==> src/rtl/shreg_pkg.sv <==
// Shared FSM state type and width helpers for the shift-register chain loader.
package shreg_pkg;

  typedef enum logic [2:0] {
    ST_IDLE,
    ST_SETUP,
    ST_SHIFT,
    ST_LATCH,
    ST_FINISH
  } shreg_state_e;

  function automatic int len_w(input int max_len);
    return $clog2(max_len + 1);
  endfunction

  // One spare code beyond the last chain so out-of-range indices can be presented and rejected.
  function automatic int chain_w(input int num_chains);
    return $clog2(num_chains + 1);
  endfunction

endpackage

==> src/rtl/shreg_chain_loader_if.sv <==
// Request/serial bus between the control side and the chain loader.
// SHREG_READBACK_EN adds the SDI / readback signals.
interface shreg_chain_loader_if #(
  parameter int NUM_CHAINS = 2,
  parameter int MAX_LEN    = 128
);
  import shreg_pkg::*;

  localparam int LEN_W   = len_w(MAX_LEN);
  localparam int CHAIN_W = chain_w(NUM_CHAINS);

  logic                  start;
  logic                  abort;
  logic [CHAIN_W-1:0]    chain;
  logic [LEN_W-1:0]      len;
  logic [MAX_LEN-1:0]    data_in;
  logic                  sdo;
  logic                  sclk;
  logic [NUM_CHAINS-1:0] sel;
  logic [NUM_CHAINS-1:0] latch;
  logic                  busy;
  logic                  done;
  logic                  err;
`ifdef SHREG_READBACK_EN
  logic                  sdi;
  logic [MAX_LEN-1:0]    rb_data;
  logic                  rb_valid;

  modport master (
    output start, abort, chain, len, data_in, sdi,
    input  sdo, sclk, sel, latch, busy, done, err, rb_data, rb_valid
  );
  modport slave (
    input  start, abort, chain, len, data_in, sdi,
    output sdo, sclk, sel, latch, busy, done, err, rb_data, rb_valid
  );
`else
  modport master (
    output start, abort, chain, len, data_in,
    input  sdo, sclk, sel, latch, busy, done, err
  );
  modport slave (
    input  start, abort, chain, len, data_in,
    output sdo, sclk, sel, latch, busy, done, err
  );
`endif

endinterface

==> src/rtl/shreg_bit_tick.sv <==
// Bit-period divider: counts 0..CLK_DIV-1 while running (held at 0 otherwise)
// and produces a registered shift strobe that is high for the second half-period.
module shreg_bit_tick #(
  parameter int CLK_DIV = 4
) (
  input  logic clk_i,
  input  logic rst_n_i,
  input  logic run_i,
  input  logic strobe_en_i,
  output logic last_o,
  output logic strobe_o
);
  localparam int CNT_W = (CLK_DIV > 2) ? $clog2(CLK_DIV) : 1;
  localparam logic [CNT_W-1:0] LAST = CNT_W'(CLK_DIV - 1);
  localparam logic [CNT_W-1:0] HALF = CNT_W'(CLK_DIV / 2);

  logic [CNT_W-1:0] cnt_q, cnt_d;
  logic             strobe_q, strobe_d;

  always_comb begin
    cnt_d = '0;
    if (run_i && (cnt_q != LAST)) cnt_d = cnt_q + CNT_W'(1);
    // strobe is decided from the next count so the output is a clean flop
    strobe_d = strobe_en_i && (cnt_d >= HALF);
  end

  always_ff @(posedge clk_i or negedge rst_n_i) begin
    if (!rst_n_i) begin
      cnt_q    <= '0;
      strobe_q <= 1'b0;
    end else begin
      cnt_q    <= cnt_d;
      strobe_q <= strobe_d;
    end
  end

  assign last_o   = run_i && (cnt_q == LAST);
  assign strobe_o = strobe_q;

endmodule

==> src/rtl/shreg_chain_loader.sv <==
// Serial loader for NUM_CHAINS configuration shift-register chains: MSB-first shift, then latch pulse.
// Optional SDI readback capture enabled by SHREG_READBACK_EN.
//
// state  | meaning
// IDLE   | waiting for START; invalid requests pulse ERR
// SETUP  | SEL asserted for one bit period before shifting
// SHIFT  | LEN bit periods, SDO changes at period start, SCLK high second half
// LATCH  | LATCH[chain] high for one bit period, SEL held
// FINISH | DONE pulse, SEL/LATCH/BUSY low
module shreg_chain_loader import shreg_pkg::*; #(
  parameter int NUM_CHAINS = 2,
  parameter int MAX_LEN    = 128,
  parameter int CLK_DIV    = 4
) (
  input logic                 clk_i,
  input logic                 rst_n_i,
  shreg_chain_loader_if.slave ld_if
);
  localparam int LEN_W   = len_w(MAX_LEN);
  localparam int CHAIN_W = chain_w(NUM_CHAINS);

  shreg_state_e          state_q, state_d;
  logic [MAX_LEN-1:0]    shreg_q, shreg_d;
  logic [LEN_W-1:0]      bit_cnt_q, bit_cnt_d;
  logic [CHAIN_W-1:0]    chain_q, chain_d;
  logic [NUM_CHAINS-1:0] sel_q, sel_d;
  logic [NUM_CHAINS-1:0] latch_q, latch_d;
  logic [NUM_CHAINS-1:0] onehot;
  logic                  sdo_q, sdo_d;
  logic                  busy_q, busy_d;
  logic                  done_q, done_d;
  logic                  err_q, err_d;
  logic                  req_ok;
  logic                  accept;
  logic                  run;
  logic                  tick_last;
  logic                  sclk;

  assign run = ((state_q == ST_SETUP) || (state_q == ST_SHIFT) || (state_q == ST_LATCH))
               && !ld_if.abort;

  shreg_bit_tick #(
    .CLK_DIV (CLK_DIV)
  ) u_tick (
    .clk_i       (clk_i),
    .rst_n_i     (rst_n_i),
    .run_i       (run),
    .strobe_en_i (state_d == ST_SHIFT),
    .last_o      (tick_last),
    .strobe_o    (sclk)
  );

  always_comb begin
    req_ok = (ld_if.chain < CHAIN_W'(NUM_CHAINS)) && (ld_if.len != '0)
             && (ld_if.len <= LEN_W'(MAX_LEN));
    accept    = 1'b0;
    state_d   = state_q;
    shreg_d   = shreg_q;
    bit_cnt_d = bit_cnt_q;
    chain_d   = chain_q;
    err_d     = 1'b0;

    unique case (state_q)
      ST_IDLE: begin
        if (ld_if.start) begin
          if (req_ok) begin
            accept    = 1'b1;
            state_d   = ST_SETUP;
            // left-align the payload so bit LEN-1 sits at the MSB
            shreg_d   = ld_if.data_in << (LEN_W'(MAX_LEN) - ld_if.len);
            bit_cnt_d = ld_if.len;
            chain_d   = ld_if.chain;
          end else begin
            err_d = 1'b1;
          end
        end
      end
      ST_SETUP: begin
        if (tick_last) state_d = ST_SHIFT;
      end
      ST_SHIFT: begin
        if (tick_last) begin
          shreg_d   = shreg_q << 1;
          bit_cnt_d = bit_cnt_q - LEN_W'(1);
          if (bit_cnt_q == LEN_W'(1)) state_d = ST_LATCH;
        end
      end
      ST_LATCH: begin
        if (tick_last) state_d = ST_FINISH;
      end
      ST_FINISH: begin
        state_d = ST_IDLE;
      end
      default: begin
        state_d = ST_IDLE;
      end
    endcase

    if (ld_if.abort && (state_q != ST_IDLE)) begin
      state_d   = ST_IDLE;
      bit_cnt_d = '0;
    end

    // outputs are registered from the next state so they change cleanly on the edge
    onehot  = NUM_CHAINS'(1) << chain_d;
    busy_d  = (state_d == ST_SETUP) || (state_d == ST_SHIFT) || (state_d == ST_LATCH);
    sel_d   = busy_d ? onehot : '0;
    latch_d = (state_d == ST_LATCH) ? onehot : '0;
    sdo_d   = (state_d == ST_SHIFT) && shreg_d[MAX_LEN-1];
    done_d  = (state_d == ST_FINISH);
  end

  always_ff @(posedge clk_i or negedge rst_n_i) begin
    if (!rst_n_i) begin
      state_q   <= ST_IDLE;
      shreg_q   <= '0;
      bit_cnt_q <= '0;
      chain_q   <= '0;
      sel_q     <= '0;
      latch_q   <= '0;
      sdo_q     <= 1'b0;
      busy_q    <= 1'b0;
      done_q    <= 1'b0;
      err_q     <= 1'b0;
    end else begin
      state_q   <= state_d;
      shreg_q   <= shreg_d;
      bit_cnt_q <= bit_cnt_d;
      chain_q   <= chain_d;
      sel_q     <= sel_d;
      latch_q   <= latch_d;
      sdo_q     <= sdo_d;
      busy_q    <= busy_d;
      done_q    <= done_d;
      err_q     <= err_d;
    end
  end

  assign ld_if.sdo   = sdo_q;
  assign ld_if.sclk  = sclk;
  assign ld_if.sel   = sel_q;
  assign ld_if.latch = latch_q;
  assign ld_if.busy  = busy_q;
  assign ld_if.done  = done_q;
  assign ld_if.err   = err_q;

`ifdef SHREG_READBACK_EN
  logic [MAX_LEN-1:0] rb_q, rb_d;
  logic               rb_valid_q;
  logic               sclk_prev_q;

  always_comb begin
    rb_d = rb_q;
    if (accept) begin
      rb_d = '0;
    end else if (sclk && !sclk_prev_q) begin
      rb_d = {rb_q[MAX_LEN-2:0], ld_if.sdi};
    end
  end

  always_ff @(posedge clk_i or negedge rst_n_i) begin
    if (!rst_n_i) begin
      rb_q        <= '0;
      rb_valid_q  <= 1'b0;
      sclk_prev_q <= 1'b0;
    end else begin
      rb_q        <= rb_d;
      rb_valid_q  <= done_d;
      sclk_prev_q <= sclk;
    end
  end

  assign ld_if.rb_data  = rb_q;
  assign ld_if.rb_valid = rb_valid_q;
`else
  logic unused_accept;
  assign unused_accept = accept;
`endif

endmodule
==> src/flat_wrapper.sv <==
// flat-port wrapper written by rule: the top's interface ports become plain ports
module shreg_chain_loader_flat import shreg_pkg::*;
#(
  parameter int NUM_CHAINS = 2,
  parameter int MAX_LEN    = 128,
  parameter int CLK_DIV    = 4
)
  (clk_i, rst_n_i, ld_if_start, ld_if_abort, ld_if_chain, ld_if_len, ld_if_data_in, ld_if_sdo, ld_if_sclk, ld_if_sel, ld_if_latch, ld_if_busy, ld_if_done, ld_if_err);
  shreg_chain_loader_if #(.NUM_CHAINS(NUM_CHAINS), .MAX_LEN(MAX_LEN)) ld_if_i ();
  input logic clk_i;
  input logic rst_n_i;
  input wire logic [$bits(ld_if_i.start)-1:0] ld_if_start;
  input wire logic [$bits(ld_if_i.abort)-1:0] ld_if_abort;
  input wire logic [$bits(ld_if_i.chain)-1:0] ld_if_chain;
  input wire logic [$bits(ld_if_i.len)-1:0] ld_if_len;
  input wire logic [$bits(ld_if_i.data_in)-1:0] ld_if_data_in;
  output wire logic [$bits(ld_if_i.sdo)-1:0] ld_if_sdo;
  output wire logic [$bits(ld_if_i.sclk)-1:0] ld_if_sclk;
  output wire logic [$bits(ld_if_i.sel)-1:0] ld_if_sel;
  output wire logic [$bits(ld_if_i.latch)-1:0] ld_if_latch;
  output wire logic [$bits(ld_if_i.busy)-1:0] ld_if_busy;
  output wire logic [$bits(ld_if_i.done)-1:0] ld_if_done;
  output wire logic [$bits(ld_if_i.err)-1:0] ld_if_err;
  assign ld_if_i.start = ld_if_start;
  assign ld_if_i.abort = ld_if_abort;
  assign ld_if_i.chain = ld_if_chain;
  assign ld_if_i.len = ld_if_len;
  assign ld_if_i.data_in = ld_if_data_in;
  assign ld_if_sdo = ld_if_i.sdo;
  assign ld_if_sclk = ld_if_i.sclk;
  assign ld_if_sel = ld_if_i.sel;
  assign ld_if_latch = ld_if_i.latch;
  assign ld_if_busy = ld_if_i.busy;
  assign ld_if_done = ld_if_i.done;
  assign ld_if_err = ld_if_i.err;
  shreg_chain_loader #(.NUM_CHAINS(NUM_CHAINS), .MAX_LEN(MAX_LEN), .CLK_DIV(CLK_DIV)) u_core (.clk_i(clk_i), .rst_n_i(rst_n_i), .ld_if(ld_if_i));
endmodule
==> config.mk <==
export PLATFORM = sky130hd
export DESIGN_NAME = shreg_chain_loader_flat
export DESIGN_NICKNAME = d
export VERILOG_FILES = /design/src/rtl/shreg_pkg.sv /design/src/rtl/shreg_chain_loader_if.sv /design/src/rtl/shreg_bit_tick.sv /design/src/rtl/shreg_chain_loader.sv /design/src/flat_wrapper.sv
export SDC_FILE = /design/constraint.sdc
export NUM_CORES = 1
export LEC_CHECK = 0
export BUFFER_PORTS_ARGS = -buffer_cell sky130_fd_sc_hd__buf_2
export CAP_MARGIN = 20
export CORE_MARGIN = 2
export CORE_UTILIZATION = 62
export CTS_CLUSTER_DIAMETER = 30
export DETAILED_ROUTE_END_ITERATION = 12
export PLACE_DENSITY = 0.8
export SETUP_SLACK_MARGIN = 0.02
export SYNTH_ARGS = -nofsm -noshare
export SYNTH_HDL_FRONTEND = slang
export SYNTH_HIERARCHICAL = 1
export SYNTH_SLANG_ARGS = --single-unit
==> constraint.sdc <==
create_clock -name clk_i -period 3.3 [get_ports clk_i]
set_clock_uncertainty 0.15 [all_clocks]
set_input_delay 0.495 -clock clk_i [delete_from_list [all_inputs] [get_ports clk_i]]
set_output_delay 0.495 -clock clk_i [all_outputs]
set_load 0.01 [all_outputs]
Yosys cells after proc, flatten, opt, wreduce, memory -nomap -nowiden
Index checks and enable logic that the tools add are counted.

word-level totals
  register bits after elaboration = 152
  input bits = 142
  output and inout bits = 9
  logic and storage cells = 83

operators by class
  add/sub/neg operators = 3
  order comparisons = 3
  equality and inequality tests = 16
  shift operators = 2
  muxes and demuxes = 26
  reductions and logical operators = 20

operator list
  kind                 number
  $mux 128             3
  $pmux 128 s2         1
  $shl 128x8->128      1
  $mux 8               4
  $mux 3               7
  $pmux 8 s2           1
  $eq 3x2->1 const B   4
  $mux 2               6
  $pmux 3 s4           1
  $eq 8x1->1 const B   1
  $le 8x8->1 const B   1
  $logic_and 1x1->1    8
  $reduce_and 4->1     2
  $reduce_bool 8->1    1
  $sub 8x1->8 const B  1
  $sub 8x8->8 const A  1
  $eq 3x1->1 const B   2
  $ne 3x2->1 const B   2
  $reduce_bool 3->1    2
  $logic_or 1x1->1     4
  $ne 2x1->1 const B   2
  $ne 2x2->1 const B   2
  $eq 3x3->1 const B   1
  $logic_not 3->1      1
  other kinds (9)      11

Logic depth before layout (Yosys ltp)
  depth in word-level cells = 12
  depth in mapped cells = 16
  depth with buffers taken out = 9

Modules after synthesis
Netlist, hierarchy kept.

modules (own cells, without submodules)
  module              instances  cells an instance  area an instance (um^2)
  shreg_chain_loader  1          1732               15796.4
  shreg_bit_tick      1          8                  122.6

Worst setup path before layout
No wires, ideal clock.

  kind = input -> register
  start = in ld_if_len[0]
  end = reg u_core.shreg_q[122]
  setup time = 0.145 ns
  arrival = 3.340 ns
  path slack = -0.336 ns
  stages on the path = 16
  buffers on the path = 7
  path through = inv_1 -> buf_2 -> buf_2 -> ha_1 -> buf_2 -> buf_4 -> buf_4 -> buf_4 -> buf_2 -> mux4_2 -> mux2i_1 -> mux2i_1 -> nand2_1 -> o21ai_0 -> a222oi_1 -> o211ai_1

on the way
  cells in the longest elaborated chain, start to end = 5
  elaborated cells on any way between the ends = 11
  those cells by class = add/sub: 1; order compare: 1; eq/ne: 1; shift: 1; mux: 3; reduce/logical: 4

ends and longest elaborated chain
  element                                               line                                                source
  start: declaration                                    flat_wrapper.sv:15                                  input wire logic [$bits(ld_if_i.len)-1:0] ld_if_len;
  $sub 8x8->8 or $reduce_bool 8->1 (tied branches)      shreg_chain_loader.sv:70, shreg_chain_loader.sv:54
  $shl 128x8->128 or $logic_and 1x1->1 (tied branches)  shreg_chain_loader.sv:70, shreg_chain_loader.sv:54
  $mux 128 or $logic_and 1x1->1 (tied branches)         shreg_chain_loader.sv:66, shreg_chain_loader.sv:55
  $mux 128 or $ne 2x1->1 (tied branches)                -
  $pmux 128 s2 or $reduce_and 4->1 (tied branches)      -
  end signal: assignment                                shreg_chain_loader.sv:127                           shreg_q <= shreg_d;
  end: declaration                                      shreg_chain_loader.sv:23                            logic [MAX_LEN-1:0] shreg_q, shreg_d;

Parallel ways exist; a longest one is shown, timed or not. The select of a mux whose other input is x is not followed.
A chain may end at the register's enable or synchronous reset.

Worst setup path after layout
  start = in ld_if_len[1]
  end = reg u_core.shreg_q[104]

Same word-level chain as after synthesis.

==> results.toml <==
[run_status]
status = "complete, no violations"

[synthesis]
synth_top_area_share_pct = 23.9
synth.largest_area_cell = "dfrtp_1"
synth_edf_count = 0
synth_seq_area_share_pct = 23.9
yosysUniqueCellTypes = 75
synth-warning-count = 6
synthFlopType = "dfrtp_1"
syn_inst = 1740
syn_area_per_cell_um2 = 9.15
async_reset_ff_share_pct = 100
synth-seq-cells = 152
synth_area_mm2 = 0.0159
synth_nets = 1886
synth_area_leaders = "dfrtp_1 24%, mux4_2 17%, mux2i_1 15%"

[timing]
finalSetupViolCount = 0
finalHoldViolCount = 0
fin_ws_ps = 198
finalMaxSlewViolations = 0
grt_setup_unrepaired = "no"
hold_ws_ps = 126
max_freq_ghz = 0.322
final.min_clock_period_ps = 3100
timing.final.crit_share_pct = 94.0
finalSetupTns_ps = 0
slew-limit-headroom_pct = 43.8
tightest_slew_ps = 835

[floorplanning]
ios = 151
start_util_pct = 63.2
die-area_mm2 = 0.0270
die_h_um = 164
die_x_um = 164
rows = 58
core_area_mm2 = 0.0252

[critical_path]
crit_type = "in -> reg"
rr_endpoint = "u_core/shreg_q[66]"
worst_setup_path_start_kind = "input pin"
crit_slowest_cell = "o21ai_0"
crit_fanout = 26
cpPeakStageDelay_ps = 380
end_kind = "register"
reg2reg_depth = 8
r2r_slack_ps = 280
cp_cell_sequence = "buf_2 -> inv_1 -> ha_4 -> buf_12 -> buf_12 -> mux4_2 -> nand2_1 -> nand2_1 -> o21ai_0 -> o21ai_0 -> buf_4 -> o2bb2ai_1 -> a211o_1"
cp.arrival_ps = 3270
worst_ep_required_time_ps = 3470
reg2reg_from = "u_core/state_q[1]"

[drt]
ant_nets = 0
drc = 0
drt_wl_total_um = 61800
avgRoutedWirePerCell_um = 26.6
firstDrtPassIters = 9
routed-via-count = 16900
via_per_inst = 7.28
drt-initial-drc-count = 2808

[placement]
hpwlAfterDp_um = 48300
place_ws_ps = -166
io_buffers = 150
gp_congestion = 1.07

[global_routing]
grt_max_degree = 102
antenna_found_initial = 0
grt_overflow = 0
grt_pass1_vias = 15600
track_usage_pct = 45.9
grt_pass1_wl_um = 94100

[clocking]
post_cts_buffers = 0
clkTransAtPathRegs_ps = 70
clockRootBuffer = "clkbuf_16"
cts_buffer_depth = 2
cts_max_level = 4
cts_buffers = 17
clock-sinks = 152
insertion_delay_ps = 440
cts_tree = "done"

[power_and_ir_drop]
finalPower_uw = 9660
power_leakage_uw = 0.00891
ir_drop_mv = 0.418
power.density_mw_per_mm2 = 507

[layout]
area_growth_pct = 19.7
n_antenna_cell = 0
nFillCells = 1813
final_util_pct = 75.7
layout.nets = 2124
drive_above_1_share_pct = 29.8

[job]
maxCapViolCount = 0

[hold_path]
hold_start = "ld_if_start"
hold_depth = 3
hold_end = "u_core/ld_if.err"
min_path_type = "in -> reg"
cells in the mapped netlist (9+ instances only):
cell type / count
mux4_2: 120
buf_2: 67
dfrtp_1: 152
o21ai_0: 57
o221ai_1: 31
nand3_1: 44
o211ai_1: 40
inv_1: 10
clkbuf_1: 56
a222oi_1: 11
nor3_1: 9
a22oi_1: 18
a221o_1: 17
a221oi_1: 17
mux2_2: 19
a21oi_1: 120
buf_4: 21
and3_1: 45
nor2_1: 135
buf_1: 13
nand2_1: 281
o21ai_1: 32
mux2i_1: 241
buf_6: 11
o22ai_1: 46
layout make-up:
cell class | instances | area, µm² | area share [%]
clock buffers | 18 | 429 | 2.25
flip-flops and latches | 152 | 3800 | 20.0
multi-input cells | 1403 | 11200 | 58.9
repair buffers | 394 | 3000 | 15.7
well taps | 330 | 413 | 2.17
inverters | 10 | 37.5 | 0.197
clock inverters | 14 | 155 | 0.814
sequential cells by signal, summed over array words and instances, names as in the netlist:
register and count:
u_core/ld_if.latch 2, u_core/shreg_q 128, u_core/ld_if.done 1, u_core/ld_if.sdo 1, u_core/ld_if.err 1, u_core/chain_q 2
u_core/ld_if.busy 1, u_core/state_q 3, u_core/u_tick/cnt_q 2, u_core/bit_cnt_q 8, u_core/ld_if.sel 2, u_core/u_tick/strobe_o 1
layer usage:
layer	routed length [µm]	global-route usage, %	vias to the layer above
met5	0	0	-
met1	24100	65.3	8112
met3	7870	10.2	185
met2	27300	69.0	1458
met4	2570	16.6	0
li1	-	-	7141
report_power, final:
| group | leakage, µW | total [µW] | internal [µW] | switching, µW |
|---|---|---|---|---|
| sequential | 0.00201 | 2850 | 2470 | 378 |
| clock | 0.000285 | 1960 | 1070 | 884 |
| combinational | 0.00662 | 4860 | 2120 | 2740 |
stage by stage:
stage               instances  area [µm²]
CTS                      2321       19100
global placement         2288       18500
detailed placement       2288       18500
finish                   2321       19100
floorplan                1740       16000
global route             2321       19100
worst max path at each step:
| stage | start | end | slack (ps) | cells past startpoint |
|---|---|---|---|---|
| 2_1_floorplan | ld_if_len[0] | u_core/shreg_q[104] | 70 | 16 |
| 3_3_place_gp | ld_if_len[1] | u_core/shreg_q[104] | -150 | 13 |
| 3_5_place_dp | ld_if_len[1] | u_core/shreg_q[104] | -170 | 13 |
| 4_1_cts | ld_if_len[1] | u_core/shreg_q[104] | 280 | 13 |
| 5_1_grt | ld_if_len[1] | u_core/shreg_q[122] | 100 | 12 |
| 6_report | ld_if_len[1] | u_core/shreg_q[104] | 200 | 13 |
cells by family after synthesis:
kind of cell / synth area share [%]
DFF: 23.9
xor gates and xnor gates: 0.707
muxes: 35.1
AOI/OAI and AO/OA: 18.4
buffers and inverters: 6.46
and+or+nand+nor: 15.2
adders and majority gates: 0.314
timing repair:
action | in CTS | in global routing
hold buffers | 1 | 0
endpoints found under the hold margin | 61 | 0
gates resized for setup | 0 | 0
endpoints found under the setup margin | 0 | 0
cell usage in the layout, fill, tap and decap left out, types with 5 or more instances in the layout:
cell         n
a211o_1      5
a211oi_1     5
a21oi_1    120
a221o_1     17
a221oi_1    17
a222oi_1    11
a22oi_1     18
and2_1       6
and3_1      44
buf_12      32
buf_2      148
buf_4      211
clkbuf_16   17
dfrtp_1    152
inv_1        9
inv_8        5
mux2_2      17
mux2i_1    240
mux4_1       8
mux4_2     120
nand2_1    280
nand3_1     44
nor2_1     134
nor3_1       9
o2111ai_1    7
o211ai_1    40
o21ai_0     57
o21ai_1     32
o221ai_1    31
o22a_1       6
o22ai_1     46
or3_1        5
critical path, delay by kind of cell:
family,cells,cell delay [ps]
compound gates,4,1040
buf+inv,5,800
fa+ha+maj,1,360
mux,1,360
simple gates,2,190
Power figures use the tool's default switching activity.
